==> src/rtl/instr_fetch.sv <==
// Instruction fetch: reads a 32-word ROM, presents decoded instructions
// over a valid/ready handshake and resolves BR in the fetch stage.
// Ports: clk, reset (sync, active-high); rom_address/rom_cs/rom_data;
// instr_valid/instr_ready, opcode, operand, instr_pc, illegal_op.
// Optional macro ILLEGAL_OP_TRAP_EN: opcodes 0xA-0xF halt the fetcher.
module instr_fetch (
  input  logic        clk,
  input  logic        reset,
  output logic [4:0]  rom_address,
  output logic        rom_cs,
  input  logic [31:0] rom_data,
  output logic        instr_valid,
  input  logic        instr_ready,
  output logic [3:0]  opcode,
  output logic [15:0] operand,
  output logic [4:0]  instr_pc,
  output logic        illegal_op
);

  typedef enum logic {RUN, HALT} state_t;

  state_t      state;
  state_t      state_nxt;
  logic [4:0]  pc;
  logic [4:0]  pc_nxt;
  logic        fetch;
  logic        is_br;
  logic        is_ill;
  logic        unused_bits;

  assign unused_bits = ^rom_data[27:16];

  // Fetch whenever running and the output slot is free or being drained.
  assign fetch = (state == RUN) && (!instr_valid || instr_ready);
  assign is_br = (rom_data[31:28] == 4'h8);

`ifdef ILLEGAL_OP_TRAP_EN
  logic ill_q;

  assign is_ill     = (rom_data[31:28] >= 4'hA);
  assign illegal_op = ill_q;

  always_ff @(posedge clk) begin
    if (reset) begin
      ill_q <= 1'b0;
    end else if (fetch) begin
      ill_q <= is_ill;
    end
  end
`else
  assign is_ill     = 1'b0;
  assign illegal_op = 1'b0;
`endif

  // State register
  always_ff @(posedge clk) begin
    if (reset) begin
      state <= RUN;
    end else begin
      state <= state_nxt;
    end
  end

  // Next state: HALT is sticky until reset
  always_comb begin
    state_nxt = state;
    unique case (state)
      RUN:  if (fetch && is_ill) state_nxt = HALT;
      HALT: state_nxt = HALT;
    endcase
  end

  // Outputs
  always_comb begin
    rom_cs = fetch && !reset;
  end

  assign rom_address = pc;

  // Illegal fetch freezes PC on the trapping address.
  always_comb begin
    pc_nxt = pc;
    if (fetch && !is_ill) begin
      pc_nxt = is_br ? rom_data[4:0] : pc + 5'd1;
    end
  end

  always_ff @(posedge clk) begin
    if (reset) begin
      pc          <= 5'd0;
      instr_valid <= 1'b0;
      opcode      <= 4'd0;
      operand     <= 16'd0;
      instr_pc    <= 5'd0;
    end else begin
      pc <= pc_nxt;
      if (fetch) begin
        instr_valid <= 1'b1;
        opcode      <= rom_data[31:28];
        operand     <= rom_data[15:0];
        instr_pc    <= pc;
      end else if (instr_valid && instr_ready) begin
        instr_valid <= 1'b0;
      end
    end
  end

endmodule

==> config.mk <==
export PLATFORM = sky130hd
export DESIGN_NAME = instr_fetch
export DESIGN_NICKNAME = d
export VERILOG_FILES = /design/src/rtl/instr_fetch.sv
export SDC_FILE = /design/constraint.sdc
export NUM_CORES = 1
export LEC_CHECK = 0
export BUFFER_PORTS_ARGS = -buffer_cell sky130_fd_sc_hd__buf_2
export CAP_MARGIN = 20
export CORE_MARGIN = 2
export CORE_UTILIZATION = 40
export DETAILED_ROUTE_END_ITERATION = 10
export PLACE_DENSITY = 0.76
export SYNTH_ARGS = -nofsm -noshare
export SYNTH_HDL_FRONTEND = slang
export SYNTH_SLANG_ARGS = --single-unit
==> constraint.sdc <==
create_clock -name clk -period 2 [get_ports clk]
set_input_delay 0.3 -clock clk [delete_from_list [all_inputs] [get_ports clk]]
set_output_delay 0.3 -clock clk [all_outputs]
set_load 0.05 [all_outputs]
==> reports/results.ini, run 1 <==
[status]
status = finished, violations left
failed_checks = DRC

[floorplanning]
core_area_um2 = 2810
die_h_um = 58.9
dieArea_um2 = 3470
die_w_um = 58.9
rows = 19
ios = 68
initial_core_util_pct = 43.0

[cts]
clockBufferDepth = 2
post_cts_buffers = 0
cts_buffers = 5
post_cts_resize_count = 0
h-tree-depth = 2
cts-root-buf = clkbuf_4
hold_buffers = 0
tritoncts = done
cts_num_sinks = 31
clock_latency_ns = 0.32
clk_pin_slew_ns = 0.08

[final_layout]
regArea_um2 = 621
antennaDiodeCount = 0
final_util_pct = 56.0
stdcell_count = 237
final_nets = 241
layout-drive-gt1-share_pct = 32.5
nFillCells = 280
syn_to_final_growth_pct = 30.2
multi_input_area_um2 = 512

[setup_path]
r2r_start = instr_valid$_SDFFE_PP0P_
critPathCapture = rom_cs
startpoint = instr_valid$_SDFFE_PP0P_
critPathMaxStageDelay_ns = 0.33
crit_path_max_fanout = 4
crit_type = flip-flop to primary output
required_ns = 1.70
r2r-end = rom_address[0]$_SDFFE_PP0P_
slowest_stage = dfxtp_1
reg2reg_slack_ns = 0.69
crit_path_start_kind = flip-flop
rr_worst_depth = 4
crit_chain = nand2b_1 -> nand2_1 -> inv_1 -> buf_2
arrival_ns = 1.17
endpoint_kind = primary output

[place]
dp_slack_ns = 0.443
dp.cells = 229
port_buffers = 54
gp_congestion = 0.781
dp_hpwl_um = 1880

[logic_synthesis]
syn-num-nets = 186
async_flop_share_pct = 0
syn_inst = 150
syn-cell-area_um2 = 1210
synth-seq-cells = 31
synth_cell_types = 22
synth_edf_count = 0
yosys_warnings = 0
seq_area_frac_synth_pct = 51.5
synth_flop_cell = dfxtp_1
syn_area_per_cell_um2 = 8.04

[timing]
fin_crit_ns = 1.47
grt_setup_unrepaired = no
hold_slack_ns = 0.181
worst_clock_skew_ns = 0.00787
maxSlewViolCount = 0
fin_ws_ns = 0.528
setup_tns_ns = 0
fmax_mhz = 679
setup_viol = 0
finalCritPeriodShare_pct = 73.6
hold_violations = 0

[route]
first_iter_violations = 80
ant_nets = 0
route.detailed.drc = 4
dr_total_vias = 1167
wl_per_cell_um = 11.5
firstDrtPassIters = 7
viasPerCell = 4.92
routed_wl_um = 2720

[global_routing]
grt_max_degree = 30
antenna_found_initial = 0
grt_pass1_wl_um = 4600
grt.total_usage_pct = 17.3
grt_overflow = 0
grt_pass1_vias = 1057

[power]
p_leak_nw = 0.792
power_density_nw_per_um2 = 872
ir_drop_uv = 505

[job]
drv_cap = 0

[min_path]
worstHoldPathType = input port to flip-flop

worst min path at each step:
stage                                        start                        to  slack (ns)  cells after the start
final                                        reset  instr_valid$_SDFFE_PP0P_        0.18                      2
after global routing                         reset  instr_valid$_SDFFE_PP0P_        0.17                      2
after CTS                                    reset  instr_valid$_SDFFE_PP0P_        0.17                      2
after detailed placement  instr_pc[3]$_SDFFE_PP0P_  instr_pc[3]$_SDFFE_PP0P_        0.44                      2
after global placement    operand[12]$_SDFFE_PP0P_  operand[12]$_SDFFE_PP0P_        0.44                      2
after floorplan                              reset  instr_valid$_SDFFE_PP0P_        0.39                      1
flip-flops by register name, indices dropped and copies added, names as in the netlist:
signal       cells
instr_pc         5
operand         16
opcode           4
instr_valid      1
rom_address      5
area by class of cell:
class / count / area share [%]
clock buffer: 8 / 4.38
inverter: 6 / 1.43
multi-input combinational: 102 / 32.6
sequential: 31 / 39.5
tap: 31 / 2.47
timing repair buffer: 59 / 19.6
power breakdown:
part           switching (mW)  internal (mW)
Combinational           0.211         0.0756
Sequential             0.0238          0.653
Clock                   0.199          0.207
worst max-delay path: cells and delay by family (launching register included):
family | cells | cell delay, ns
buffers and inverters | 2 | 0.32
flip-flops | 1 | 0.33
AND/OR/NAND/NOR | 2 | 0.21
cell usage after synthesis, types with 2 or more instances:
master | instances | area (µm²)
nand2_1 | 52 | 195
dfxtp_1 | 31 | 621
a21oi_1 | 29 | 145
clkbuf_1 | 7 | 26.3
inv_1 | 6 | 22.5
mux2i_1 | 4 | 40.0
o32ai_1 | 3 | 26.3
and4b_1 | 2 | 20.0
nand3_1 | 2 | 10.0
nor2b_1 | 2 | 12.5
placed cells by master (no fill, tap or decap):
cell type  synthesis  routed
nor2b_1            2       1
nand2_1           52      52
a21oi_1           29      29
nand2b_1           1       1
clkbuf_1           7       1
or4b_1             1       1
or3b_1             1       1
dfxtp_1           31      31
buf_4              1       5
o32ai_1            3       3
buf_2              1      54
nor2b_2            0       1
inv_1              6       6
conb_1             1       1
a31oi_1            1       1
nand3_1            2       2
nand3b_1           1       1
o21ai_0            1       1
mux2i_1            4       4
clkbuf_4           0       5
clkbuf_8           0       2
ha_1               1       1
and4b_1            2       2
cell families after synthesis:
family                   share of synthesized area [%]
multiplexers                                      3.32
AO/OA/AOI/OAI                                     15.1
AND/OR/NAND/NOR                                   22.4
other                                            0.311
adder cells (fa/ha/maj)                           1.04
flip-flops                                        51.5
buffers and inverters                             6.33
layer usage:
metal | vias up | part of all wire, % | track usage [%]
li1 | 604 | - | -
met1 | 511 | 48 | 22.5
met2 | 46 | 42 | 25.7
met3 | 6 | 9.1 | 7.47
met4 | 0 | 1.4 | 5.84
met5 | - | 0 | 0
through the flow:
| stage | total power, mW | instance area (µm²) |
|---|---|---|
| after global routing | 1.44 | 1570 |
| after detailed placement | 0.978 | 1500 |
| after CTS | 1.38 | 1570 |
| after global placement | 0.975 | 1500 |
| after floorplan | 0.900 | 1210 |
| final | 1.37 | 1570 |
Power figures use the tool's default switching activity.
==> run 2, diff against run 1 <==
ABC_AREA = 1   (was unset)
CORE_UTILIZATION = 39   (was 40)
PLACE_DENSITY = 0.77   (was 0.76)
clock period = 1.3 ns   (was 2 ns; I/O delays follow)
==> run 2 against run 1 <==
Compared with the run above: the run now ends clean; sequential power is 57% higher; synthesized cell count increased by 7.3%; die area increased by 3.6%; area after synthesis rose by 1.2%; worst setup slack got worse by 0.47 ns; first-iteration DRC count is 64% lower; register-to-register slack worse by 0.48 ns; clock-buffer cell count shrank 3; routed wire length is 2.2% lower.
==> reports/results.ini, run 2 <==
[cts]
cts-root-buf = clkbuf_4  ; unchanged
tritoncts = done  ; unchanged
cts_buffers = 5  ; unchanged
clk_pin_slew_ns = 0.10  ; was 0.08 ns
clockBufferDepth = 2  ; unchanged
h-tree-depth = 2  ; unchanged
clock_latency_ns = 0.33  ; was 0.32 ns
cts_num_sinks = 31  ; unchanged

[setup_path]
crit_path_start_kind = flip-flop  ; unchanged
crit_path_max_fanout = 3  ; was 4
arrival_ns = 1.05  ; was 1.17 ns
crit_type = flip-flop to primary output  ; unchanged
endpoint_kind = primary output  ; unchanged
required_ns = 1.11  ; was 1.70 ns

[final_layout]
syn_to_final_growth_pct = 32.2  ; was 30.2%
top_register = operand  ; unchanged
most-common-layout-cells = 74 x nand2_1, 51 x buf_2, 27 x dfxtp_1, 10 x nand3_1, 9 x inv_1  ; was 54 x buf_2, 52 x nand2_1, 31 x dfxtp_1, 29 x a21oi_1, 6 x inv_1
regArea_um2 = 626  ; was 621 µm²
multi_input_area_um2 = 507  ; was 512 µm²
stdcell_area_um2 = 1610  ; was 1570 µm²
stdcell_count = 257  ; was 237
final_nets = 259  ; was 241
final_common_cell = nand2_1  ; was buf_2
nFillCells = 304  ; was 280
final_util_pct = 53.8  ; was 56.0%
antennaDiodeCount = 0  ; unchanged
layout-drive-gt1-share_pct = 37.5  ; was 32.5%
largest_register_ffs = 16  ; unchanged

[route]
routed_wl_um = 2660  ; was 2720 µm
highest_layer = met4  ; unchanged
wl_per_cell_um = 10.4  ; was 11.5 µm
ant_nets = 0  ; unchanged
first_iter_violations = 29  ; was 80
firstDrtPassIters = 4  ; was 7
route.detailed.drc = 0  ; was 4
wl_met3_um = 217  ; was 248 µm
met2_length_um = 1170  ; was 1140 µm
wl_met1_um = 1210  ; was 1300 µm
viasPerCell = 4.48  ; was 4.92
dr_total_vias = 1151  ; was 1167

[logic_synthesis]
seq_area_frac_synth_pct = 50.8  ; was 51.5%
syn_inst = 161  ; was 150
syn-num-nets = 197  ; was 186
synth_area_leader_cell = dfxtp_1  ; unchanged
synth_edf_count = 0  ; unchanged
syn-cell-area_um2 = 1220  ; was 1210 µm²
async_flop_share_pct = 0  ; unchanged
synth_flop_cell = dfxtp_1  ; unchanged
netlist_top_cells_count = 74 x nand2_1, 31 x dfxtp_1, 10 x inv_1, 10 x nand3_1, 8 x o21ai_0  ; was 52 x nand2_1, 31 x dfxtp_1, 29 x a21oi_1
synth-seq-cells = 31  ; unchanged
synth_most_common_cell = nand2_1  ; unchanged
syn_area_per_cell_um2 = 7.58  ; was 8.04 µm²
yosys_warnings = 0  ; unchanged
synth_cell_types = 20  ; was 22
synth_top_area_share_pct = 50.8  ; was 51.5%
synth_top_cells_by_area = dfxtp_1 51%, nand2_1 23%, nand3_1 4.1%  ; was dfxtp_1 51%, nand2_1 16%, a21oi_1 12%

[timing]
worst_clock_skew_ns = 0.00915  ; was 0.00787 ns
fmax_mhz = 806
grt_setup_unrepaired = yes  ; was no
hold_slack_ns = 0.0531  ; was 0.181 ns
hold_violations = 0  ; unchanged
finalCritPeriodShare_pct = 95.4
setup_viol = 0  ; unchanged
fin_ws_ns = 0.0595  ; was 0.528 ns
maxSlewViolCount = 0  ; unchanged
fin_crit_ns = 1.24

[floorplanning]
die_w_um = 60.0  ; was 58.9 µm
die_h_um = 60.0  ; was 58.9 µm
ios = 68  ; unchanged
core_area_um2 = 3000  ; was 2810 µm²
initial_core_util_pct = 40.7  ; was 43.0%
dieArea_um2 = 3590  ; was 3470 µm²
rows = 20  ; was 19

[job]
drv_cap = 0  ; unchanged

[global_routing]
grt_max_degree = 23  ; was 30
grt_overflow = 0  ; unchanged
grt.total_usage_pct = 16.6  ; was 17.3%
antenna_found_initial = 0  ; unchanged
grt_pass1_wl_um = 4190  ; was 4600 µm
grt_pass1_vias = 971  ; was 1057

[power]
p_comb_share_pct = 23.6  ; was 20.9%
ir_drop_uv = 659  ; was 505 µV
p_sw_share_pct = 34.7  ; was 31.7%
p_sw_uw = 717  ; was 433 µW
p_int_mw = 1.35  ; was 936 µW
seqPwrFrac_pct = 51.3  ; was 49.5%
p_leak_nw = 0.897  ; was 0.792 nW
clkPwrFrac_pct = 25.1  ; was 29.6%
power_density_nw_per_um2 = 1280  ; was 872 nW/µm²

[place]
gp_congestion = 0.802  ; was 0.781
port_buffers = 54  ; unchanged
dp_slack_ns = 0.191  ; was 0.443 ns
dpl_cell_area_um2 = 1530  ; was 1500 µm²
dp.cells = 248  ; was 229
dp_hpwl_um = 1990  ; was 1880 µm

[min_path]
worstHoldPathType = input port to flip-flop  ; unchanged

[status]
status = finished, final reports clean  ; was finished, violations left

==> run 2: cell count changes after synthesis, moves of 3 or more <==
cell and delta:
clkbuf_1 -7, inv_1 +4, nand2_2 +4, a21oi_1 -27, mux2i_1 -4, nand2_1 +22, nand3_1 +8, nor2_1 +5
o21ai_0 +7, o32ai_1 -3
==> run 2: per-layer routing <==
layer | global-route usage, % | vias to the layer above
li1 | - | 619
met1 | 18.7 | 489
met2 | 25.0 | 39
met3 | 8.66 | 4
met4 | 9.52 | 0
met5 | 0 | -
==> run 2: layout make-up <==
cell class / instances / share of cell area [%]
clock buffer: 5 / 2.33
clock inverter: 3 / 0.930
inverter: 11 / 2.56
multi-input combinational: 113 / 31.4
sequential: 31 / 38.8
tap: 33 / 2.56
timing repair buffer: 61 / 21.5
==> run 2: worst max-delay path: stages, from the launching register on <==
cell,delay [ns]
dfxtp_2,0.35
inv_2,0.06
nor2_4,0.04
nor2_4,0.10
buf_6,0.17
==> run 2: power by group through the flow <==
stage | clock [mW] | combinational [mW] | sequential [mW]
floorplan | 0 | 0.140 | 1.29
global placement | 0 | 0.475 | 1.08
detailed placement | 0 | 0.479 | 1.08
CTS | 0.546 | 0.488 | 1.06
global route | 0.603 | 0.524 | 1.07
finish | 0.518 | 0.487 | 1.06
==> run 2: final timing paths <==
check                                         startpoint                     endpoint  slack (ns)  cells after the start
worst max-delay path            instr_valid$_SDFFE_PP0P_                       rom_cs        0.06                      4
worst min-delay path                         rom_data[7]      operand[7]$_SDFFE_PP0P_        0.05                      3
worst max register to register  instr_valid$_SDFFE_PP0P_  rom_address[1]$_SDFFE_PP0P_        0.21                      7
worst min register to register   operand[5]$_SDFFE_PP0P_      operand[5]$_SDFFE_PP0P_        0.45                      2
==> run 2: per-stage QoR <==
| step | power [mW] | setup TNS (ns) |
|---|---|---|
| floorplan | 1.43 | 0 |
| global placement | 1.55 | 0 |
| detailed placement | 1.56 | 0 |
| CTS | 2.09 | -0.00385 |
| global route | 2.20 | -0.00627 |
| finish | 2.06 | 0 |
==> run 2: logic make-up after synthesis <==
logic type / synth area share (%)
AO/OA/AOI/OAI: 4.51
other: 0.307
XOR/XNOR: 0.717
AND/OR/NAND/NOR: 34.3
buffers and inverters: 8.30
flip-flops: 50.8
adder cells (fa/ha/maj): 1.02
==> run 2: repair_timing <==
action / in CTS / in global routing
resized for setup: 5 / 3
setup endpoints to repair: 2 / 2
pin swaps: 1 / 1
hold buffers: 0 / 0
setup buffers: 1 / 0
==> run 3, diff against run 2 <==
CELL_PAD_IN_SITES_DETAIL_PLACEMENT = 1   (was unset)
CELL_PAD_IN_SITES_GLOBAL_PLACEMENT = 1   (was unset)
CORE_UTILIZATION = 26   (was 39)
PLACE_DENSITY = 0.75   (was 0.77)
SKIP_LAST_GASP = 1   (was unset)
clock period = 1.06 ns   (was 1.3 ns; I/O delays follow)
==> run 3 against run 2 <==
Compared with the run above: the flow now finishes with violations (setup timing); cell count is 9.7% higher; routed wire length grew 28%; sequential cell count stayed put; die area increased by 46%; highest routed layer unchanged.
==> reports/results.ini, run 3 (synthesis gave the netlist of run 2 again) <==
[route]
route.detailed.drc = 0  ; unchanged
routed_wl_um = 3400  ; was 2660 µm
ant_nets = 0  ; unchanged
viasPerCell = 4.39  ; was 4.48
dr_total_vias = 1239  ; was 1151
first_iter_violations = 11  ; was 29
wl_per_cell_um = 12.1  ; was 10.4 µm
firstDrtPassIters = 3  ; was 4

[setup_path]
rr_worst_depth = 9  ; was 7
crit_path_max_fanout = 2  ; was 3
crit_chain = inv_2 -> nor2_4 -> nor2_4 -> buf_6  ; unchanged
arrival_ns = 1.00  ; was 1.05 ns
crit_path_start_kind = flip-flop  ; unchanged
startpoint = instr_valid$_SDFFE_PP0P_  ; unchanged
required_ns = 0.90  ; was 1.11 ns
r2r-end = rom_address[3]$_SDFFE_PP0P_  ; was rom_address[1]$_SDFFE_PP0P_
endpoint_kind = primary output  ; unchanged
critPathMaxStageDelay_ns = 0.34  ; was 0.35 ns
crit_type = flip-flop to primary output  ; unchanged
slowest_stage = dfxtp_4  ; was dfxtp_2
reg2reg_slack_ns = -0.05  ; was 0.21 ns
cpMostUsedCell = nor2_4  ; unchanged
r2r_start = instr_valid$_SDFFE_PP0P_  ; unchanged

[place]
dp_hpwl_um = 2520  ; was 1990 µm
dpl_cell_area_um2 = 1620  ; was 1530 µm²
dp.cells = 271  ; was 248
gp_congestion = 0.734  ; was 0.802
port_buffers = 54  ; unchanged

[final_layout]
stdcell_count = 282  ; was 257
largest_register_ffs = 16  ; unchanged
top_register = operand  ; unchanged
antennaDiodeCount = 0  ; unchanged
layout-drive-gt1-share_pct = 42.6  ; was 37.5%
most-common-layout-cells = 70 x nand2_1, 26 x buf_2, 25 x dfxtp_1, 17 x clkbuf_4, 12 x buf_4  ; was 74 x nand2_1, 51 x buf_2, 27 x dfxtp_1, 10 x nand3_1, 9 x inv_1
final_nets = 265  ; was 259
syn_to_final_growth_pct = 54.4  ; was 32.2%
final_common_cell = nand2_1  ; unchanged
nFillCells = 552  ; was 304
stdcell_area_um2 = 1890  ; was 1610 µm²
multi_input_area_um2 = 528  ; was 507 µm²
regArea_um2 = 638  ; was 626 µm²

[timing]
fmax_mhz = 865
worst_clock_skew_ns = 0.00607  ; was 0.00915 ns
hold_violations = 0  ; unchanged
fin_ws_ns = -0.0959  ; was 0.0595 ns
maxSlewViolCount = 0  ; unchanged
setup_viol = 4  ; was 0
finalCritPeriodShare_pct = 109
fin_crit_ns = 1.16
hold_slack_ns = 0.0640  ; was 0.0531 ns
grt_setup_unrepaired = yes  ; unchanged

[cts]
h-tree-depth = 2  ; unchanged
cts_num_sinks = 31  ; unchanged
clockBufferDepth = 2  ; unchanged
tritoncts = done  ; unchanged
cts-root-buf = clkbuf_8  ; was clkbuf_4
cts_buffers = 5  ; unchanged
clock_latency_ns = 0.28  ; was 0.33 ns
clk_pin_slew_ns = 0.07  ; was 0.10 ns

[min_path]
worstHoldPathType = input port to flip-flop  ; unchanged
hold_depth = 3  ; unchanged
hold_start = rom_data[12]  ; was rom_data[7]
hold_end = operand[12]$_SDFFE_PP0P_  ; was operand[7]$_SDFFE_PP0P_

[global_routing]
grt.total_usage_pct = 13.9  ; was 16.6%
grt_pass1_wl_um = 5630  ; was 4190 µm
antenna_found_initial = 0  ; unchanged
grt_max_degree = 23  ; unchanged
grt_overflow = 0  ; unchanged
grt_pass1_vias = 1272  ; was 971

[power]
power_density_nw_per_um2 = 1700  ; was 1280 nW/µm²
ir_drop_uv = 899  ; was 659 µV
p_leak_nw = 0.971  ; was 0.897 nW

[floorplanning]
initial_core_util_pct = 27.5  ; was 40.7%
dieArea_um2 = 5260  ; was 3590 µm²
ios = 68  ; unchanged
die_h_um = 72.5  ; was 60.0 µm
core_area_um2 = 4440  ; was 3000 µm²
die_w_um = 72.5  ; was 60.0 µm
rows = 24  ; was 20

[job]
drv_cap = 0  ; unchanged

[status]
failed_checks = setup timing
status = finished, violations left  ; was finished, final reports clean

run 3: timing repair:
| action | in CTS | in global routing |
|---|---|---|
| pin swaps | 2 | 4 |
| resized for setup | 16 | 28 |
| setup buffers | 3 | 0 |
| hold buffers | 0 | 0 |
| setup endpoints to repair | 11 | 50 |
run 3: report_power, final:
part,internal (mW),total (mW),switching (mW)
clock network,0.760,1.21,0.449
logic,0.238,0.705,0.467
registers,1.24,1.30,0.0534
run 3: stage by stage:
| step | setup TNS [ns] | utilization (%) | power (mW) | setup WS [ns] |
|---|---|---|---|---|
| after floorplan | -0.0982 | - | 1.76 | -0.0240 |
| after global placement | -0.00412 | 36.4 | 1.93 | -0.00412 |
| after detailed placement | -0.00436 | 36.4 | 1.95 | -0.00436 |
| after CTS | -0.448 | 40.6 | 3.22 | -0.114 |
| after global routing | -2.20 | 42.4 | 3.37 | -0.149 |
| final | -0.162 | 42.4 | 3.21 | -0.0959 |
run 3: worst max path at each step:
stage                     cells after the start                           to
final                                         4                       rom_cs
after global routing                          6      operand[2]$_SDFFE_PP0P_
after CTS                                     4                       rom_cs
after detailed placement                      4                       rom_cs
after global placement                        4                       rom_cs
after floorplan                               6  rom_address[4]$_SDFFE_PP0P_
run 3: routing by layer:
metal  track usage (%)  vias to the layer above  wire length, µm
met5                 0                        -                0
met1              16.8                      567             1440
met2              22.8                       34             1730
met3              4.03                        4              182
met4              6.17                        0               46
li1                  -                      634                -
run 3: cell type report:
cell class | instances | area share, %
clock inverter | 2 | 1.86
clock buffer | 6 | 4.38
multi-input combinational | 113 | 28.0
timing repair buffer | 67 | 26.3
inverter | 11 | 2.19
tap | 52 | 3.45
sequential | 31 | 33.8
run 3: worst max-delay path: cells and delay by family, from the launching register on:
kind          cells  cell delay, ns
buf+inv           2            0.23
flops             1            0.34
simple gates      2            0.14
